[config.mk]
export PLATFORM = sky130hd
export DESIGN_NAME = atan2_scheduler
export DESIGN_NICKNAME = d
export VERILOG_FILES = /design/src/rtl/atan2_sched_pkg.sv /design/src/rtl/atan2_scheduler_rr_arbiter.sv /design/src/rtl/atan2_scheduler.sv
export SDC_FILE = /design/constraint.sdc
export NUM_CORES = 1
export LEC_CHECK = 0
export BUFFER_PORTS_ARGS = -buffer_cell sky130_fd_sc_hd__buf_2
export CAP_MARGIN = 20
export CORE_MARGIN = 2
export CORE_UTILIZATION = 40
export DETAILED_ROUTE_END_ITERATION = 8
export PLACE_DENSITY = 0.71
export SLEW_MARGIN = 15
export SYNTH_ARGS = -nofsm -noshare
export SYNTH_HDL_FRONTEND = slang
export SYNTH_SLANG_ARGS = --single-unit
[constraint.sdc]
create_clock -name clk -period 2.75 [get_ports clk]
set_input_delay 0.6875 -clock clk [delete_from_list [all_inputs] [get_ports clk]]
set_output_delay 0.6875 -clock clk [all_outputs]
set_load 0.05 [all_outputs]
[src/rtl/atan2_sched_pkg.sv]
// Shared types and constants for the atan2 engine scheduler.
package atan2_sched_pkg;

  localparam int ANGLE_W         = 16;
  localparam int OPERAND_W       = 16;
  // Cycles from eng_start to eng_done for the CORDIC engine in normal operation.
  localparam int ENG_NOMINAL_LAT = 13;

  // One engine operation walks IDLE -> ISSUE -> WAIT -> CAPTURE -> RESP.
  typedef enum logic [2:0] {
    IDLE    = 3'd0,
    ISSUE   = 3'd1,
    WAIT    = 3'd2,
    CAPTURE = 3'd3,
    RESP    = 3'd4
  } state_t;

endpackage

[src/rtl/atan2_scheduler_rr_arbiter.sv]
// Combinational round-robin arbiter: the search starts at ptr and wraps modulo N.
// The lowest rotated offset with a pending request wins.
module rr_arbiter #(
  parameter int N = 3
) (
  input  logic [N-1:0]                       req,
  input  logic [((N > 1) ? $clog2(N) : 1)-1:0] ptr,
  output logic [N-1:0]                       grant,
  output logic [((N > 1) ? $clog2(N) : 1)-1:0] grant_idx,
  output logic                               any
);

  localparam int IW = (N > 1) ? $clog2(N) : 1;

  // Scan offsets from farthest to nearest so the nearest requester overwrites the others.
  always_comb begin
    int         idx;
    logic [IW-1:0] sel;
    grant     = '0;
    grant_idx = '0;
    any       = 1'b0;
    idx       = 0;
    sel       = '0;
    for (int k = N - 1; k >= 0; k--) begin
      idx = (int'(ptr) + k) % N;
      sel = IW'(idx);
      if (req[sel]) begin
        grant_idx = sel;
        any       = 1'b1;
      end
    end
    if (any) begin
      grant[grant_idx] = 1'b1;
    end
  end

endmodule

[src/rtl/atan2_scheduler.sv]
// Shares one CORDIC atan2 engine between NREQ requesters. A round-robin grant
// latches one operand pair, runs a single engine operation guarded by a
// watchdog, and returns the angle with a one-hot response strobe.
module atan2_scheduler
  import atan2_sched_pkg::*;
#(
  parameter int NREQ    = 3,
  parameter int TIMEOUT = 31
) (
  input  logic                        clk,
  input  logic                        n_rst,
  input  logic [NREQ-1:0]             req_valid,
  output logic [NREQ-1:0]             req_ready,
  input  logic [OPERAND_W*NREQ-1:0]   req_x,
  input  logic [OPERAND_W*NREQ-1:0]   req_y,
  output logic [NREQ-1:0]             rsp_valid,
  output logic [ANGLE_W-1:0]          rsp_angle,
  output logic                        rsp_err,
  output logic                        busy,
  output logic                        eng_start,
  output logic [OPERAND_W-1:0]        eng_x,
  output logic [OPERAND_W-1:0]        eng_y,
  input  logic [ANGLE_W-1:0]          eng_angle,
  input  logic                        eng_done
);

  localparam int            IW       = (NREQ > 1) ? $clog2(NREQ) : 1;
  localparam int            CW       = $clog2(TIMEOUT + 1);
  localparam logic [CW-1:0] CNT_LAST = CW'(TIMEOUT - 1);
  localparam logic [CW-1:0] CNT_MAX  = CW'(TIMEOUT);

  state_t                state_reg, state_next;
  logic [IW-1:0]         ptr_reg, ptr_next;
  logic [IW-1:0]         id_reg, id_next;
  logic [OPERAND_W-1:0]  x_reg, x_next;
  logic [OPERAND_W-1:0]  y_reg, y_next;
  logic [CW-1:0]         cnt_reg, cnt_next;
  logic [ANGLE_W-1:0]    angle_reg, angle_next;
  logic                  err_reg, err_next;

  logic [NREQ-1:0]       grant;
  logic [IW-1:0]         grant_idx;
  logic                  any_req;
  logic [OPERAND_W-1:0]  x_arr [NREQ];
  logic [OPERAND_W-1:0]  y_arr [NREQ];

  rr_arbiter #(
    .N(NREQ)
  ) u_arb (
    .req      (req_valid),
    .ptr      (ptr_reg),
    .grant    (grant),
    .grant_idx(grant_idx),
    .any      (any_req)
  );

  // Per-requester operand unpacking and one-hot handshake strobes. req_ready is
  // masked by n_rst so nothing is accepted while the block is held in reset.
  for (genvar gi = 0; gi < NREQ; gi++) begin : g_req
    assign x_arr[gi]     = req_x[gi*OPERAND_W +: OPERAND_W];
    assign y_arr[gi]     = req_y[gi*OPERAND_W +: OPERAND_W];
    assign req_ready[gi] = n_rst && (state_reg == IDLE) && grant[gi];
    assign rsp_valid[gi] = (state_reg == RESP) && (id_reg == IW'(gi));
  end

  // Engine operands come straight from the latch so they stay stable all operation.
  assign eng_x     = x_reg;
  assign eng_y     = y_reg;
  assign rsp_angle = angle_reg;
  assign rsp_err   = err_reg;
  assign busy      = (state_reg != IDLE);

  // State and datapath registers; reset clears every register, including mid-operation.
  always_ff @(posedge clk or negedge n_rst) begin
    if (!n_rst) begin
      state_reg <= IDLE;
      ptr_reg   <= '0;
      id_reg    <= '0;
      x_reg     <= '0;
      y_reg     <= '0;
      cnt_reg   <= '0;
      angle_reg <= '0;
      err_reg   <= 1'b0;
    end else begin
      state_reg <= state_next;
      ptr_reg   <= ptr_next;
      id_reg    <= id_next;
      x_reg     <= x_next;
      y_reg     <= y_next;
      cnt_reg   <= cnt_next;
      angle_reg <= angle_next;
      err_reg   <= err_next;
    end
  end

  // Next-state logic: accept, start the engine, wait with watchdog, capture, respond.
  always_comb begin
    state_next = state_reg;
    ptr_next   = ptr_reg;
    id_next    = id_reg;
    x_next     = x_reg;
    y_next     = y_reg;
    cnt_next   = cnt_reg;
    angle_next = angle_reg;
    err_next   = err_reg;
    eng_start  = 1'b0;
    unique case (state_reg)
      IDLE: begin
        if (any_req) begin
          x_next     = x_arr[grant_idx];
          y_next     = y_arr[grant_idx];
          id_next    = grant_idx;
          ptr_next   = (grant_idx == IW'(NREQ - 1)) ? '0 : grant_idx + IW'(1);
          state_next = ISSUE;
        end
      end
      ISSUE: begin
        eng_start  = 1'b1;
        cnt_next   = '0;
        state_next = WAIT;
      end
      WAIT: begin
        // Saturating count; done takes priority over the watchdog in the same cycle.
        if (cnt_reg != CNT_MAX) begin
          cnt_next = cnt_reg + CW'(1);
        end
        if (eng_done) begin
          state_next = CAPTURE;
        end else if (cnt_reg == CNT_LAST) begin
          err_next   = 1'b1;
          angle_next = '0;
          state_next = RESP;
        end
      end
      CAPTURE: begin
        // The engine presents its angle the cycle after done.
        angle_next = eng_angle;
        err_next   = 1'b0;
        state_next = RESP;
      end
      RESP: begin
        state_next = IDLE;
      end
      default: begin
        state_next = IDLE;
      end
    endcase
  end

endmodule

Word-level counts from Yosys, hierarchy flattened:

Index checks and enable logic that the tools add are counted.
Widths: inputs -> output; s select.

* word-level logic and storage cells: 88
* output and inout bits: 57
* register bits: 61
* bits of input ports: 118
* bits in writable memories: 0
* latch bits: 0
* memory bits (read-only): 0
* memories kept: 0

* reductions and logical operators: 17
* magnitude comparators: 6
* bitwise operators: 1
* mux-type cells: 35
* div/mod/pow operators: 3
* multiply operators: 0
* shifts and indexed selects: 0
* add/sub/neg operators: 4
* equality and inequality tests: 14

Operators with widths (number)
* $mux 16: 6
* $bmux 16 s2: 2
* $mod 32x3->32 const B: 2
* $mod 3x3->32 const B: 1
* $pmux 16 s2: 1
* $lt 2x3->1 const B: 4
* $mux 3: 4
* $pmux 3 s4: 1
* $mux 1: 10
* $pmux 5 s2: 1
* $logic_and 1x1->1: 8
* $mux 2: 4
* $ne 2x2->1 const B: 4
* $bmux 1 s2: 3
* $eq 3x2->1 const B: 2
* $reduce_and 2->1: 3
* $add 5x1->5 const B: 1
* $eq 5x5->1 const B: 1
* $mux 5: 1
* $ne 5x5->1 const B: 1
* $eq 2x2->1 const B: 2
* $reduce_bool 2->1: 2
* $add 2x1->3 const B: 1
* $add 2x2->3 const B: 1
* 14 further kinds: 14

Depth between registers and ports, before layout:

* word-level depth: 13
* depth in mapped cells: 10

By module:

A second synthesis with hierarchy kept.

* cells, all modules: 317
* area total of the unflattened synthesis: 3507.1 um2

By module, submodules not included
* atan2_scheduler: area each 3293.2 um2, cells an instance 286, instances 1
* rr_arbiter: area each 214.0 um2, cells an instance 31, instances 1

Worst setup path before layout:

Ideal clock, no wire load.

* path type: input port to output port
* start: in req_valid[2]
* end: out req_ready[0]
* stages on the path: 6
* data arrival time: 2.891 ns
* required time: 2.062 ns
* path slack: -0.829 ns
* path through: buf_2 -> inv_1 -> or3_4 -> a41oi_4 -> nand2_1 -> nor3b_1

* longest elaborated chain between the ends: 11
* elaborated cells on any way between the ends: 19

Ends and longest elaborated chain
* from (decl): line atan2_scheduler.sv:12 `input logic [NREQ-1:0] req_valid,`
* $bmux 1 s2: line atan2_scheduler_rr_arbiter.sv:27 `if (req[sel]) begin`
* $mux 1 (implied by the code): line atan2_scheduler_rr_arbiter.sv:27
* $mux 2 (3 in series): line atan2_scheduler_rr_arbiter.sv:27
* $lt 2x3->1 (implied by the code) / $ge 2x1->1 (equally long branches): line atan2_scheduler_rr_arbiter.sv:33 `grant[grant_idx] = 1'b1;`
* $logic_and 1x1->1 (implied by the code): line atan2_scheduler_rr_arbiter.sv:33
* $mux 1 (implied by the code): line atan2_scheduler_rr_arbiter.sv:33
* $demux 1 s2
* $mux 3 (*): line atan2_scheduler_rr_arbiter.sv:32 `if (any) begin`
* $logic_and 1x1->1 (*): line atan2_scheduler.sv:62 `assign req_ready[gi] = n_rst && (state_reg == IDLE) && grant[gi];`
* to (decl): line atan2_scheduler.sv:13 `output logic [NREQ-1:0] req_ready,`

Mark *: on every way between the ends. The rest lies on a longest branch, timed or not. The select of a mux whose other input is x is not followed.

Final worst setup path:

* start: reg ptr_reg[0]
* end: out req_ready[0]

* longest elaborated chain between the ends: 13
* elaborated cells on any way between the ends: 24

Ends and longest elaborated chain
* from (decl): line atan2_scheduler.sv:33 `logic [IW-1:0] ptr_reg, ptr_next;`
* from (signal assigned): line atan2_scheduler.sv:86 `ptr_reg <= ptr_next;`
* $add 2x2->3: line atan2_scheduler_rr_arbiter.sv:25 `idx = (int'(ptr) + k) % N;`
* $mod 32x3->32: line atan2_scheduler_rr_arbiter.sv:25
* $bmux 1 s2: line atan2_scheduler_rr_arbiter.sv:27
* $mux 1 (implied by the code): line atan2_scheduler_rr_arbiter.sv:27
* $mux 2 (3 in series): line atan2_scheduler_rr_arbiter.sv:27
* $lt 2x3->1 (implied by the code) / $ge 2x1->1 (equally long branches): line atan2_scheduler_rr_arbiter.sv:33
* $logic_and 1x1->1 (implied by the code): line atan2_scheduler_rr_arbiter.sv:33
* $mux 1 (implied by the code): line atan2_scheduler_rr_arbiter.sv:33
* $demux 1 s2
* $mux 3 (*): line atan2_scheduler_rr_arbiter.sv:32
* $logic_and 1x1->1 (*): line atan2_scheduler.sv:62

Marked as above.

==> results.md <==
* Outcome: complete, but fails checks
* Failing checks: setup timing
* Synth Warn # at 0
* Met1 GRT Util at 0.263
* Synth top area share at 0.428
* Avg WL per Cell at 16.0 µm
* Gr busiest metal: met2
* Distinct cells, synth at 48
* Crit path buf inv count at 3
* Setup ws final at -0.151 ns
* End of the worst register-to-register path: eng_x[2]
* First-pass GRT wire length at 16800 µm
* CP max-delay cell: or3_4
* Area leader, netlist: dfrtp_1
* Worst EP required at 2.06 ns
* Gr ovfl total at 0
* CP startpoint: ptr_reg[0]
* Diodes inserted at 0
* # DRC at 0
* Synth Net Count at 468
* Die area at 9700 µm²
* Worst setup path class: reg -> out
* Synth Instances at 344
* Total track usage at 0.215
* Final setup vio count at 2
* Final slew viol count at 0
* Netlist Area Pre-Place at 3570 µm²
* Final Util at 0.569
* TritonRoute pass-1 iters at 4
* Max Root-Sink Buffers at 2
* Flop-to-flop setup slack at 0.23 ns
* Worst Skew at 0.00936 ns
* CP Max Fanout at 4
* Peak supply drop at 0.854 mV
* Share of cells above drive strength 1 at 0.511
* Seq/Total Area, Yosys at 0.428
* Largest net degree at the start of global routing at 62
* Via density at 5.32
* Routed vias at 3407
* Most area-consuming cells after synthesis: dfrtp_1 (43%), o211ai_2 (10%), mux2i_1 (9.5%)
* Prevailing post-synth register cell: dfrtp_1
* Flops & latches, synth at 61
* Family with the most delay on the worst path: simple AND/OR/NAND/NOR gates
* CP startpoint kind: flop
* Placement Setup Slack at -0.0749 ns
* Std cell rows at 34
* PD cells at 1510 nW/µm²
* EDFF count, synth at 0
* CTS tree: yes
* Number of global-route vias before repair at 3448
* Worst R2R Start: ptr_reg[0]
* Detail Route Antenna Nets at 0
* Final Net Count at 651
* I/O Pins at 175
* Synth-to-Final Area Change at 38.3%
* Pleak at 2.59 nW
* R2r worst-path depth at 8
* Total wire length at 10200 µm
* H-tree depth at 3
* Fmax at 0.345 GHz
* CP max stage delay at 0.39 ns
* Relative slew slack at 0.486
* Clk pin slew, worst setup/hold paths at 0.08 ns
* Core ar. at 8680 µm²
* GPL Wtd Cong at 0.802
* Endpoints failing hold at 0
* Clock Tree Root: clkbuf_8
* Initial Utilization at 0.411
* Die Wd at 98.5 µm
* Worst Setup EP: req_ready[0]
* Final HPWL DP at 7190 µm
* Levels on crit path at 8
* Input/output buffers at 174
* CP Cell Sequence: inv_2 > buf_4 > ha_2 > or3_4 > a41oi_4 > nand2_4 > nor3b_4 > buf_6
* Tmin final at 2.90 ns
* RSZ-0062 raised after global routing: true
* M2 GR Usage at 0.374
* Number of antenna violations at the first check in global routing at 0
* CP Capture Type: output pin
* Clock Sinks at 61
* Worst skew pair latency at 0.34 ns
* Final period utilization at 1.06
* Actual slew at the worst max-slew pin at 0.771 ns
* Syn Area/Cell at 10.4 µm²
* Asr flop ratio synth at 1.00
* Min-Delay Path Class: reg -> reg
* 1st-iter DRT viols at 161
* GRT met3 Usage at 0.0532
* Worst Path Arrival at 2.21 ns
* Max_cap viols at 0
* CTS Buf Count at 9
* Die Span Y at 98.5 µm
cells in the final DEF (no fill, tap or decap), drive strengths merged, types with 5 or more instances in the layout:
master / Yosys / final
a21oi: 8 / 8
a22o: 17 / 17
buf: 21 / 200
clkbuf: 7 / 9
clkinv: 1 / 5
dfrtp: 61 / 61
ha: 6 / 6
inv: 7 / 7
mux2i: 34 / 34
nand2: 46 / 46
nand3: 32 / 32
nor2: 12 / 12
nor2b: 5 / 5
nor3: 6 / 6
o211ai: 32 / 32
o21ai: 13 / 13
final cells by class:
| cell class | count | area, µm² |
|---|---|---|
| tap | 108 | 135 |
| timing repair buffer | 200 | 1100 |
| inverter | 8 | 32.5 |
| multi-input combinational | 247 | 1940 |
| clock buffer | 9 | 124 |
| fill | 754 | 3740 |
| clock inverter | 7 | 76.3 |
| sequential | 61 | 1530 |
layer usage:
layer,part of all wire,routed length (µm),vias up
met5,0,0,-
met4,0.016,160,0
met3,0.043,445,13
met2,0.53,5440,92
met1,0.41,4190,1680
li1,-,-,1622
worst min-delay path: cells and delay by family, from the launching register on:
family / cells / cell delay [ns]
and+or+nand+nor: 1 / 0.06
DFF: 1 / 0.34
AOI/OAI and AO/OA: 1 / 0.05
cells in the mapped netlist, drive strengths merged, types with 4 or more instances:
library cell   n
a21oi          8
nand2         46
buf           21
o211ai        32
nor3           6
nand3         32
a22o          17
nor2b          5
o21ai         13
nor2          12
clkbuf         7
inv            7
nor3b          4
dfrtp         61
mux2i         34
ha             6
worst min-delay path by stage:
stage | startpoint | to | slack (ns) | cells past startpoint
3_3_place_gp | eng_y[4] | eng_y[4] | 0.46 | 2
6_report | eng_x[0] | eng_x[0] | 0.48 | 2
4_1_cts | eng_x[0] | eng_x[0] | 0.49 | 2
3_5_place_dp | eng_x[7] | eng_x[7] | 0.47 | 2
2_1_floorplan | n_rst | cnt_reg[0] | 0.39 | 0
5_1_grt | eng_y[14] | eng_y[14] | 0.50 | 2
cell families after synthesis:
logic type,share of synthesized area
flops,0.428
buf+inv,0.0624
fa+ha+maj,0.0210
compound gates,0.232
simple gates,0.158
mux,0.0985
where the power goes:
group,leakage [nW],total [mW],switching (mW),internal (mW)
Clock,0.0954,0.806,0.386,0.421
Sequential,0.766,1.56,0.236,1.32
Combinational,1.73,5.07,3.32,1.75
Total,2.59,7.43,3.94,3.49
through the flow:
stage | TNS [ns] | hold slack [ns] | area [µm²] | std cells | power [mW]
3_3_place_gp | -0.0264 | 0.465 | 4530 | 612 | 6.25
6_report | -0.274 | 0.482 | 4940 | 640 | 7.43
2_1_floorplan | -0.249 | 0.392 | 3620 | 344 | 5.44
5_1_grt | -0.594 | 0.504 | 4940 | 640 | 7.91
4_1_cts | -0.234 | 0.486 | 4870 | 637 | 7.40
3_5_place_dp | -0.0950 | 0.465 | 4530 | 612 | 6.36
what timing repair did:
| item | CTS | global route |
|---|---|---|
| cloned | 0 | 0 |
| pin swaps | 4 | 3 |
| gates resized for setup | 16 | 10 |
| hold buffers | 0 | 0 |
| buffers inserted | 9 | 3 |
| endpoints found under the setup margin | 3 | 3 |
Power figures use the tool's default switching activity.
